--- src/rtl/host_bus_master.sv ---
// Host register bus initiator: single read/write cycles with SETUP/STROBE/HOLD/TURN phase timing.
// Optional macro HOST_WRITE_VERIFY_EN: every write is followed by an automatic read-back of the same address.
module host_bus_master #(
    parameter int unsigned SETUP_CYC  = 1,
    parameter int unsigned STROBE_CYC = 3,
    parameter int unsigned HOLD_CYC   = 1,
    parameter int unsigned TURN_CYC   = 1
) (
    input  logic        clk,
    input  logic        nRESET,
    input  logic        req_valid,
    output logic        req_ready,
    input  logic        req_wr,
    input  logic [20:0] req_addr,
    input  logic [15:0] req_wdata,
    output logic        rsp_valid,
    output logic [15:0] rsp_rdata,
    output logic        rsp_err,
    output logic        busy,
    output logic        HOST_nCS,
    output logic        HOST_nOE,
    output logic        HOST_nWE,
    output logic [20:0] HOST_ADD,
    output logic [15:0] HDI,
    input  logic [15:0] HDO
);

    typedef enum logic [2:0] {
        ST_IDLE,
        ST_SETUP,
        ST_STROBE,
        ST_HOLD,
        ST_TURN
    } state_t;

    localparam logic [3:0] C_SETUP  = 4'(SETUP_CYC);
    localparam logic [3:0] C_STROBE = 4'(STROBE_CYC);
    localparam logic [3:0] C_HOLD   = 4'(HOLD_CYC);
    localparam logic [3:0] C_TURN   = 4'(TURN_CYC);

`ifdef HOST_WRITE_VERIFY_EN
    localparam bit C_VERIFY = 1'b1;
`else
    localparam bit C_VERIFY = 1'b0;
`endif

    state_t      r_state;
    state_t      w_state_nxt;
    logic [3:0]  r_cnt;
    logic [3:0]  w_cnt_nxt;
    logic        r_wr;
    logic        w_wr_nxt;
    logic        r_verify;
    logic        w_verify_nxt;
    logic        w_accept;
    logic        w_last;
    logic        w_vfy_go;
    logic        w_capture;

    logic        r_ready;
    logic        r_rsp_valid;
    logic [15:0] r_rdata;
    logic        r_ncs;
    logic        r_noe;
    logic        r_nwe;
    logic [20:0] r_add;
    logic [15:0] r_hdi;

`ifdef HOST_WRITE_VERIFY_EN
    logic [15:0] r_wdata;
    logic        r_err;
`endif

    always_comb begin
        w_accept     = req_valid && (r_state == ST_IDLE);
        w_last       = (r_cnt == 4'd1);
        w_vfy_go     = C_VERIFY && r_wr && !r_verify;
        w_capture    = (r_state == ST_STROBE) && w_last && !r_wr;
        w_state_nxt  = r_state;
        w_cnt_nxt    = r_cnt;
        w_wr_nxt     = r_wr;
        w_verify_nxt = r_verify;
        unique case (r_state)
            ST_IDLE: begin
                if (w_accept) begin
                    w_state_nxt  = ST_SETUP;
                    w_cnt_nxt    = C_SETUP;
                    w_wr_nxt     = req_wr;
                    w_verify_nxt = 1'b0;
                end
            end
            ST_SETUP: begin
                if (w_last) begin
                    w_state_nxt = ST_STROBE;
                    w_cnt_nxt   = C_STROBE;
                end else begin
                    w_cnt_nxt = r_cnt - 4'd1;
                end
            end
            ST_STROBE: begin
                if (w_last) begin
                    w_state_nxt = ST_HOLD;
                    w_cnt_nxt   = C_HOLD;
                end else begin
                    w_cnt_nxt = r_cnt - 4'd1;
                end
            end
            ST_HOLD: begin
                if (!w_last) begin
                    w_cnt_nxt = r_cnt - 4'd1;
                end else if (C_TURN != 4'd0) begin
                    w_state_nxt = ST_TURN;
                    w_cnt_nxt   = C_TURN;
                end else if (w_vfy_go) begin
                    w_state_nxt  = ST_SETUP;
                    w_cnt_nxt    = C_SETUP;
                    w_wr_nxt     = 1'b0;
                    w_verify_nxt = 1'b1;
                end else begin
                    w_state_nxt = ST_IDLE;
                    w_cnt_nxt   = '0;
                end
            end
            ST_TURN: begin
                if (!w_last) begin
                    w_cnt_nxt = r_cnt - 4'd1;
                end else if (w_vfy_go) begin
                    w_state_nxt  = ST_SETUP;
                    w_cnt_nxt    = C_SETUP;
                    w_wr_nxt     = 1'b0;
                    w_verify_nxt = 1'b1;
                end else begin
                    w_state_nxt = ST_IDLE;
                    w_cnt_nxt   = '0;
                end
            end
            default: begin
                w_state_nxt = ST_IDLE;
                w_cnt_nxt   = '0;
            end
        endcase
    end

    // Bus outputs are computed from the next state so every pin comes straight from a flop.
    always_ff @(posedge clk or negedge nRESET) begin
        if (!nRESET) begin
            r_state     <= ST_IDLE;
            r_cnt       <= '0;
            r_wr        <= 1'b0;
            r_verify    <= 1'b0;
            r_ready     <= 1'b1;
            r_rsp_valid <= 1'b0;
            r_rdata     <= '0;
            r_ncs       <= 1'b1;
            r_noe       <= 1'b1;
            r_nwe       <= 1'b1;
            r_add       <= '0;
            r_hdi       <= '0;
`ifdef HOST_WRITE_VERIFY_EN
            r_wdata     <= '0;
            r_err       <= 1'b0;
`endif
        end else begin
            r_state     <= w_state_nxt;
            r_cnt       <= w_cnt_nxt;
            r_wr        <= w_wr_nxt;
            r_verify    <= w_verify_nxt;
            r_ready     <= (w_state_nxt == ST_IDLE);
            r_ncs       <= !(w_state_nxt inside {ST_SETUP, ST_STROBE, ST_HOLD});
            r_noe       <= !((w_state_nxt == ST_STROBE) && !w_wr_nxt);
            r_nwe       <= !((w_state_nxt == ST_STROBE) && w_wr_nxt);
            // The write half of a verified write completes silently; only the read-back responds.
            r_rsp_valid <= (w_state_nxt == ST_HOLD) && (w_cnt_nxt == 4'd1)
                           && !(C_VERIFY && w_wr_nxt && !w_verify_nxt);
            if (w_accept) begin
                r_add <= req_addr;
                r_hdi <= req_wr ? req_wdata : '0;
            end else if ((w_state_nxt != r_state)
                         && (w_state_nxt inside {ST_TURN, ST_IDLE, ST_SETUP})) begin
                r_hdi <= '0;
            end
            if (w_capture) begin
                r_rdata <= HDO;
            end
`ifdef HOST_WRITE_VERIFY_EN
            if (w_accept) begin
                r_wdata <= req_wdata;
            end
            if (w_capture) begin
                r_err <= r_verify && (HDO != r_wdata);
            end
`endif
        end
    end

    assign req_ready = r_ready;
    assign busy      = !r_ready;
    assign rsp_valid = r_rsp_valid;
    assign rsp_rdata = r_rdata;
    assign HOST_nCS  = r_ncs;
    assign HOST_nOE  = r_noe;
    assign HOST_nWE  = r_nwe;
    assign HOST_ADD  = r_add;
    assign HDI       = r_hdi;

`ifdef HOST_WRITE_VERIFY_EN
    assign rsp_err = r_err;
`else
    assign rsp_err = 1'b0;
`endif

endmodule

--- config.mk ---
export PLATFORM = sky130hd
export DESIGN_NAME = host_bus_master
export DESIGN_NICKNAME = d
export VERILOG_FILES = /design/src/rtl/host_bus_master.sv
export SDC_FILE = /design/constraint.sdc
export NUM_CORES = 1
export LEC_CHECK = 0
export BUFFER_PORTS_ARGS = -buffer_cell sky130_fd_sc_hd__buf_2
export CORE_MARGIN = 2
export CORE_UTILIZATION = 40
export DETAILED_ROUTE_END_ITERATION = 8
export HOLD_SLACK_MARGIN = 0.1
export PLACE_DENSITY = 0.8
export SLEW_MARGIN = 20
export SYNTH_ARGS = -nofsm -noshare
export SYNTH_HDL_FRONTEND = slang
export SYNTH_SLANG_ARGS = --single-unit
--- constraint.sdc ---
create_clock -name clk -period 4.1 [get_ports clk]
set_input_delay 1.025 -clock clk [delete_from_list [all_inputs] [get_ports clk]]
set_output_delay 1.025 -clock clk [all_outputs]
set_load 0.005 [all_outputs]
---- After elaboration in Yosys (flattened, before gate mapping) ----
Cells that the tools add are included.
word-level totals
  bits in writable memories ............... 0
  word-level logic and storage cells ...... 58
  bits in latches ......................... 0
  memory bits (read-only) ................. 0
  memories ................................ 0
  output and inout bits ................... 60
  bits of input ports ..................... 57
  bits in registers ....................... 66
cells by class
  mux-type cells .......................... 16
  bitwise gates (word level) .............. 0
  div/mod/pow operators ................... 0
  $add $sub $neg .......................... 1
  eq/ne operators ......................... 11
  $mul .................................... 0
  magnitude comparators ................... 0
  reduce and logical (&&, ||, !) cells .... 19
  shifts and indexed selects .............. 0
operators by type and width
  operator                                              count
  two-way mux 16 bit                                    3
  two-way mux 4 bit                                     4
  case mux 4 bit (4 select lines)                       1
  two-way mux 3 bit                                     5
  case mux 3 bit (5 select lines)                       1
  equality test 3 x 2 -> 1 bit (second input constant)  4
  equality test 4 x 1 -> 1 bit (second input constant)  2
  logical AND 1 bit                                     7
  equality test 3 x 1 -> 1 bit (second input constant)  2
  equality test 3 bit (second input constant)           2
  zero test 1 bit                                       6
  zero test 3 bit                                       2
  nonzero test 3 bit                                    2
  subtractor 4 x 1 -> 4 bit (second input constant)     1
  != test 3 bit                                         1
  two-way mux 1 bit                                     2
  nonzero test 2 bit                                    1
  OR reduction 2 bit                                    1

---- Logic depth before layout (Yosys ltp) ----
Gate-level depths: netlist (run 1).
  depth in word-level cells ............... 9
  depth in mapped cells ................... 8
  depth with buffers taken out ............ 6

---- Least setup slack after synthesis (run 1) ----
OpenSTA, ideal clock, no wires.
  path type ............................... input port to flip-flop
  start ................................... input req_valid
  end ..................................... register r_add[10] (netlist: HOST_ADD[10])
  arrival time ............................ 2029 ps
  stages on the path ...................... 3
  path slack .............................. 1946 ps
  path buffers ............................ 1
  required time ........................... 3975 ps
  setup time .............................. 125 ps
  path through ............................ nor4b_2 clkbuf_1 mux2_2
between the ends
  longest elaborated chain between the ends .. 1
ends and longest elaborated chain
  element               line  text
  start, declared       11    input logic req_valid,
  logical AND 1 bit     75    w_accept = req_valid && (r_state == ST_IDLE);
  end signal, assigned  176   r_add <= req_addr;
  end, declared         66    logic [20:0] r_add;
No other way between the ends.
A chain may end at the register's enable or synchronous reset.

---- Worst setup path in the final report (run 1) ----
  start ................................... register r_cnt[1]
  end ..................................... register r_rdata[3] (netlist: rsp_rdata[3])
between the ends
  longest elaborated chain between the ends .. 3
ends and longest elaborated chain
  element                          line  text
  start, declared                  49    logic [3:0] r_cnt;
  start signal, assigned           165   r_cnt <= w_cnt_nxt;
  equality test 4 x 1 -> 1 bit     76    w_last = (r_cnt == 4'd1);
  logical AND 1 bit (2 in series)  78    w_capture = (r_state == ST_STROBE) && w_last && !r_wr;
  end signal, assigned             153   r_rdata <= '0;
  end signal, assigned             183   r_rdata <= HDO;
  end, declared                    62    logic [15:0] r_rdata;
No other way between the ends.

==> impl_metrics.toml, run 1 <==
[run_status]
status = "finished clean"

[logic_synthesis]
netlist_instances = 192
async_reset_ff_share_pct = 100
syn_avg_cell_area_um2 = 14.0
synth_area_mm2 = 0.00269
yosys_warnings = 0
ys_ff_latch = 66
synth-main-ff-cell = "dfrtp_1"
syn-num-nets = 251
ys_seq_area_share_pct = 61.7
synth_edf_count = 0
ys_types = 39

[die]
rows = 29
dieArea_mm2 = 0.00738
die_y_um = 85.9
io_pins = 117
coreArea_mm2 = 0.00642
die_width_um = 85.9
start_util_pct = 41.8

[cells_and_area]
antenna_cells = 0
post-route-util_pct = 54.8
drive_above_1_share_pct = 56.9
syn_to_final_growth_pct = 31.1
nNetsFinal = 367
final_area_mm2 = 0.00352

[clocking]
clock-sinks = 66
cts_tree = "built"
cts_max_level = 3
cts_hold_buf = 0
cts.clk_slew.worst_paths_ns = 0.07
postCtsResizedCells = 0
postCtsSetupRepairBufs = 0
clock_latency_ns = 0.34
cts_buffer_depth = 2
cts_buffers = 9
cts_root_buffer = "clkbuf_8"

[critical_path]
startpoint = "r_cnt[1]"
reg2regPathDepth = 5
endpoint = "rsp_rdata[3]"
worstPathArrival_ns = 2.78
required_ns = 4.32
critPathKind = "flop to flop"
r2r_end = "rsp_rdata[3]"
path_depth = 5
reg2reg_slack_ns = 1.54
slowest_delay_ns = 0.85
slowest_stage = "nor4_4"
path_delay_family = "simple AND/OR/NAND/NOR gates"
end_kind = "flop"
timing.rr.start = "r_cnt[1]"
path_buf_inv = 1
critical_path.cell_chain = "inv_1 -> ha_1 -> or3b_1 -> nor4_4 -> mux2_2"
cp-start-kind = "flop"
path_max_fanout = 16

[sta]
rsz0062_at_grt = "no"
tightest_slew_ns = 0.972
fmax_ghz = 0.391
finalMaxSlewViolations = 0
clock_skew_ns = 0.0126
finalCritPeriodShare_pct = 62.4
setup_slack_ns = 1.54
fin_crit_ns = 2.56
slew_headroom_pct = 34.7
timing.setup.tns_ns = 0
setup_viol = 0
final-hold-violation-count = 0

[placement]
post-dp-hpwl_um = 4110
pre_cts_ws_ns = 1.49
place_congestion = 0.764
portBuffers = 115
placed_area_mm2 = 0.00332

[global_route]
grt_max_degree = 51
grt_util_all_layers_pct = 15.9
grt_pass1_wl_um = 9110
grt.overflow.total = 0
antenna_found_initial = 0
grt_pass1_vias = 1956

[routing]
wirelength_um = 5650
drc_errors = 0
vias_per_cell = 5.03
drtIter0Drc = 111
vias = 1960
wl_per_cell_um = 14.5
first_pass_iters = 4
ant_nets = 0

[power]
power.density_mw_per_mm2 = 772
power.total_mw = 2.72
power.leakage_nw = 1.77
ir_drop_uv = 307

[flow_run]
max_cap_violations = 0

[hold_path]
hp-class = "flop to flop"
-- metal layers --
layer  up-vias  track usage [%]  share of wire, %
li1        926                -                 -
met1       945             19.0                41
met2        78             26.4                50
met3        11             4.23               6.9
met4         0             7.79               1.7
met5         -                0                 0
-- worst reg2reg max path: cells and delay by family (launching register included) --
| kind | cells | cell delay [ns] |
|---|---|---|
| mux | 1 | 0.42 |
| simple gates | 2 | 1.35 |
| buf+inv | 1 | 0.08 |
| flops | 1 | 0.39 |
| fa+ha+maj | 1 | 0.21 |
-- synth_stat cells (4+ instances only) --
cell | instances | area share [%]
a21oi_1 | 4 | 0.75
a22o_1 | 16 | 5.2
clkbuf_1 | 7 | 0.98
dfrtp_1 | 62 | 58
dfstp_2 | 4 | 3.9
inv_1 | 4 | 0.56
mux2_2 | 37 | 16
nand2_1 | 5 | 0.70
nand2b_1 | 4 | 0.93
nor2_1 | 4 | 0.56
o21ai_0 | 6 | 1.1
-- worst min-delay path by stage --
stage | startpoint | to | cells after the start
floorplan | HDI[1] | HDI[1] | 1
global placement | HDI[4] | HDI[4] | 1
detailed placement | HDI[7] | HDI[7] | 1
CTS | HDI[7] | HDI[7] | 1
global route | HDI[4] | HDI[4] | 1
finish | rsp_rdata[4] | rsp_rdata[4] | 1
-- kinds of logic (layout without fill, tap and decap cells) --
family,Yosys count,after routing,share of synthesized area [%]
adders and majority gates,2,2,0.932
other,1,1,0.140
DFF,66,66,61.7
buffers and inverters,17,138,3.22
and+or+nand+nor,32,32,7.92
AOI/OAI and AO/OA,34,34,9.51
muxes,39,39,16.3
xor gates and xnor gates,1,1,0.326
-- stage by stage --
stage | hold WS [ns] | instances
floorplan | 0.489 | 192
global placement | 0.482 | 374
detailed placement | 0.484 | 374
CTS | 0.506 | 390
global route | 0.523 | 390
finish | 0.504 | 390
-- area by class of cell --
| cell class | instances | area (µm²) |
|---|---|---|
| clock inverter | 7 | 77.6 |
| tap | 77 | 96.3 |
| timing repair buffer | 118 | 601 |
| fill | 563 | 2900 |
| inverter | 4 | 15.0 |
| sequential | 66 | 1660 |
| clock buffer | 9 | 124 |
| multi-input combinational | 109 | 951 |
-- flip-flops by register name (all words and copies together), names as in the netlist --
register,cells
rsp_rdata,16
HDI,16
HOST_nWE,1
r_cnt,4
HOST_ADD,21
rsp_valid,1
HOST_nCS,1
HOST_nOE,1
r_state,3
req_ready,1
r_wr,1
-- power breakdown --
group          internal [mW]  switching, mW  leakage, nW  total [mW]
Combinational          0.555          0.430        0.852       0.985
Clock                  0.287          0.265        0.105       0.552
Sequential             0.973          0.207        0.813        1.18
-- layout by cell type (no fill, tap or decap), drive strengths merged, types with 4 or more instances in the layout --
cell type,count
dfstp,4
dfrtp,62
o21ai,6
clkbuf,9
nand2b,4
inv,6
nor2,4
a22o,16
clkinv,4
nand2,5
mux2,37
buf,118
a21oi,4
Power figures use the tool's default switching activity.
==> run 2: changes to the inputs <==
ABC_AREA = 1   (was unset)
PLACE_DENSITY = 0.82   (was 0.8)
clock period = 2.15 ns   (was 4.1 ns; I/O delays follow)
==> run 2 against run 1 <==
Net effect: first-iteration DRC count grew 16%; die area grew 3.2%; clock power grew 100%; design area grew 3.3%; clock skew shrank 0.0034 ns; setup slack lost 1.2 ns; combinational power grew 120%; flip-flop and latch count is the same; count of clock-buffer cells in the layout grew 2; wire length grew 7.4%; largest power group is now combinational cells.
==> impl_metrics.toml, run 2 <==
[logic_synthesis]
yosys_warnings = 0
ys_types = 28
synth-main-ff-cell = "dfrtp_1"
netlist_instances = 281
synth_commonest_cells = "nand2_1 (125), dfrtp_1 (62), inv_1 (17), mux2_4 (10), nor2_1 (10)"
synthTopCellsByArea = "dfrtp_1 (56%), nand2_1 (17%), mux2_4 (5.4%), dfstp_2 (3.8%), mux2_2 (2.4%)"
syn-num-nets = 340
synthDominantCellAreaShare_pct = 55.9
async_reset_ff_share_pct = 100
syn_avg_cell_area_um2 = 9.88
synth.most_common_cell = "nand2_1"
ys_ff_latch = 66
yosysTopAreaCell = "dfrtp_1"
synth_area_mm2 = 0.00278
synth_edf_count = 0
ys_seq_area_share_pct = 59.7

[critical_path]
path_buf_inv = 2
r2r_end = "rsp_rdata[14]"
path_common_cell = "inv_1"
reg2regPathDepth = 6
worstPathArrival_ns = 2.01
timing.rr.start = "r_cnt[1]"
slowest_delay_ns = 0.41
reg2reg_slack_ns = 0.35
path_delay_family = "simple AND/OR/NAND/NOR gates"
required_ns = 2.36
path_max_fanout = 16
critical_path.cell_chain = "inv_1 -> ha_1 -> nand2_1 -> inv_1 -> nand4_4 -> mux2_4"
critPathKind = "flop to flop"
end_kind = "flop"
cp-start-kind = "flop"
slowest_stage = "dfrtp_1"

[die]
die_width_um = 87.3
dieArea_mm2 = 0.00762
die_y_um = 87.3
start_util_pct = 41.1
rows = 30
io_pins = 117
coreArea_mm2 = 0.00676

[sta]
fmax_ghz = 0.555
finalMaxSlewViolations = 0
rsz0062_at_grt = "no"
finalCritPeriodShare_pct = 83.7
fin_crit_ns = 1.80
final-hold-violation-count = 0
setup_viol = 0
timing.setup.tns_ns = 0
clock_skew_ns = 0.00926

[clocking]
cts_hold_buf = 0
cts_tree = "built"
clock-sinks = 66
cts_root_buffer = "clkbuf_8"
clock_latency_ns = 0.33
postCtsResizedCells = 0
cts_buffer_depth = 2
postCtsSetupRepairBufs = 0
cts_max_level = 3
cts_buffers = 9
cts.clk_slew.worst_paths_ns = 0.07

[global_route]
grt_pass1_vias = 2118
grt_pass1_wl_um = 9600
grt_util_all_layers_pct = 16.4
grt_max_degree = 67
grt.overflow.total = 0
antenna_found_initial = 0

[cells_and_area]
final-instance-count-excl-fill = 486
drive_above_1_share_pct = 40.4
antenna_cells = 0
final_cell_mix = "nand2_1 (125), buf_2 (115), dfrtp_1 (62), inv_1 (17)"
final_common_cell = "nand2_1"
syn_to_final_growth_pct = 31.0
nNetsFinal = 460
post-route-util_pct = 53.8
largest_reg_flops = 21

[run_status]
status = "finished clean"

[placement]
place_congestion = 0.843
dp.cells = 470
portBuffers = 115
post-dp-hpwl_um = 4410

[routing]
vias = 2242
drtIter0Drc = 129
wl_met3_um = 355
wl_met2_um = 3030
top_layer = "met4"
ant_nets = 0
wirelength_um = 6060
wl_per_cell_um = 12.5
wl_met1_um = 2550
first_pass_iters = 4
vias_per_cell = 4.61
drc_errors = 0

[power]
p_sw_share_pct = 36.6
ir_drop_uv = 628
power.leakage_nw = 2.11
p_clk_share_pct = 20.1
comb_power_share_pct = 40.0
p_int_mw = 3.49
p_switching_mw = 2.01
power.density_mw_per_mm2 = 1510
p_seq_share_pct = 39.8

[hold_path]
hp-class = "input port to asynchronous set/reset pin"

[flow_run]
max_cap_violations = 0
## run 2: area by class of cell
cell class	instances	area (µm²)
fillers	609	3120
flip-flops and latches	66	1660
multi-input cells	188	995
repair buffers	117	603
clock buffers	11	131
well taps	80	100
clock inverters	5	78.8
inverters	19	71.3
## run 2: worst max path at each step
stage	from	to	slack, ns	cells past startpoint
detailed placement	r_cnt[1]	rsp_rdata[13]	0.36	6
floorplan	r_cnt[1]	rsp_rdata[10]	0.60	7
CTS	r_cnt[1]	rsp_rdata[13]	0.34	6
global placement	r_cnt[1]	rsp_rdata[11]	0.46	6
finish	r_cnt[1]	rsp_rdata[14]	0.35	6
global route	r_cnt[1]	rsp_rdata[14]	0.21	6
## run 2: metal layers
metal,track usage (%),vias up
li1,-,1108
met1,19.9,1042
met2,26.4,82
met3,4.36,10
met4,8.81,0
met5,0,-
## run 2: power groups by stage
stage	Combinational, mW	Clock [mW]	Sequential, mW
final	2.20	1.11	2.19
after global routing	2.50	1.19	2.27
after CTS	2.24	1.14	2.20
after detailed placement	2.24	0	2.20
after global placement	2.15	0	2.19
after floorplan	1.33	0	2.24
## run 2: kinds of logic (layout without fill, tap and decap cells)
family / after synthesis / in the layout / share of synthesized area, %
flops: 66 / 66 / 59.7
fa+ha+maj: 2 / 2 / 0.902
simple gates: 157 / 157 / 24.5
buf+inv: 27 / 152 / 4.46
mux: 16 / 16 / 7.84
xor+xnor: 1 / 1 / 0.316
other cells: 1 / 1 / 0.135
compound gates: 11 / 11 / 2.16
## run 2: stage by stage
| step | power, mW | instance area (µm²) | hold slack, ns | worst slack, ns |
|---|---|---|---|---|
| floorplan | 3.57 | 2780 | 0.242 | 0.600 |
| global placement | 4.34 | 3430 | 0.451 | 0.456 |
| detailed placement | 4.44 | 3430 | 0.457 | 0.357 |
| CTS | 5.58 | 3640 | 0.208 | 0.340 |
| global route | 5.96 | 3640 | 0.219 | 0.210 |
| finish | 5.51 | 3640 | 0.211 | 0.350 |
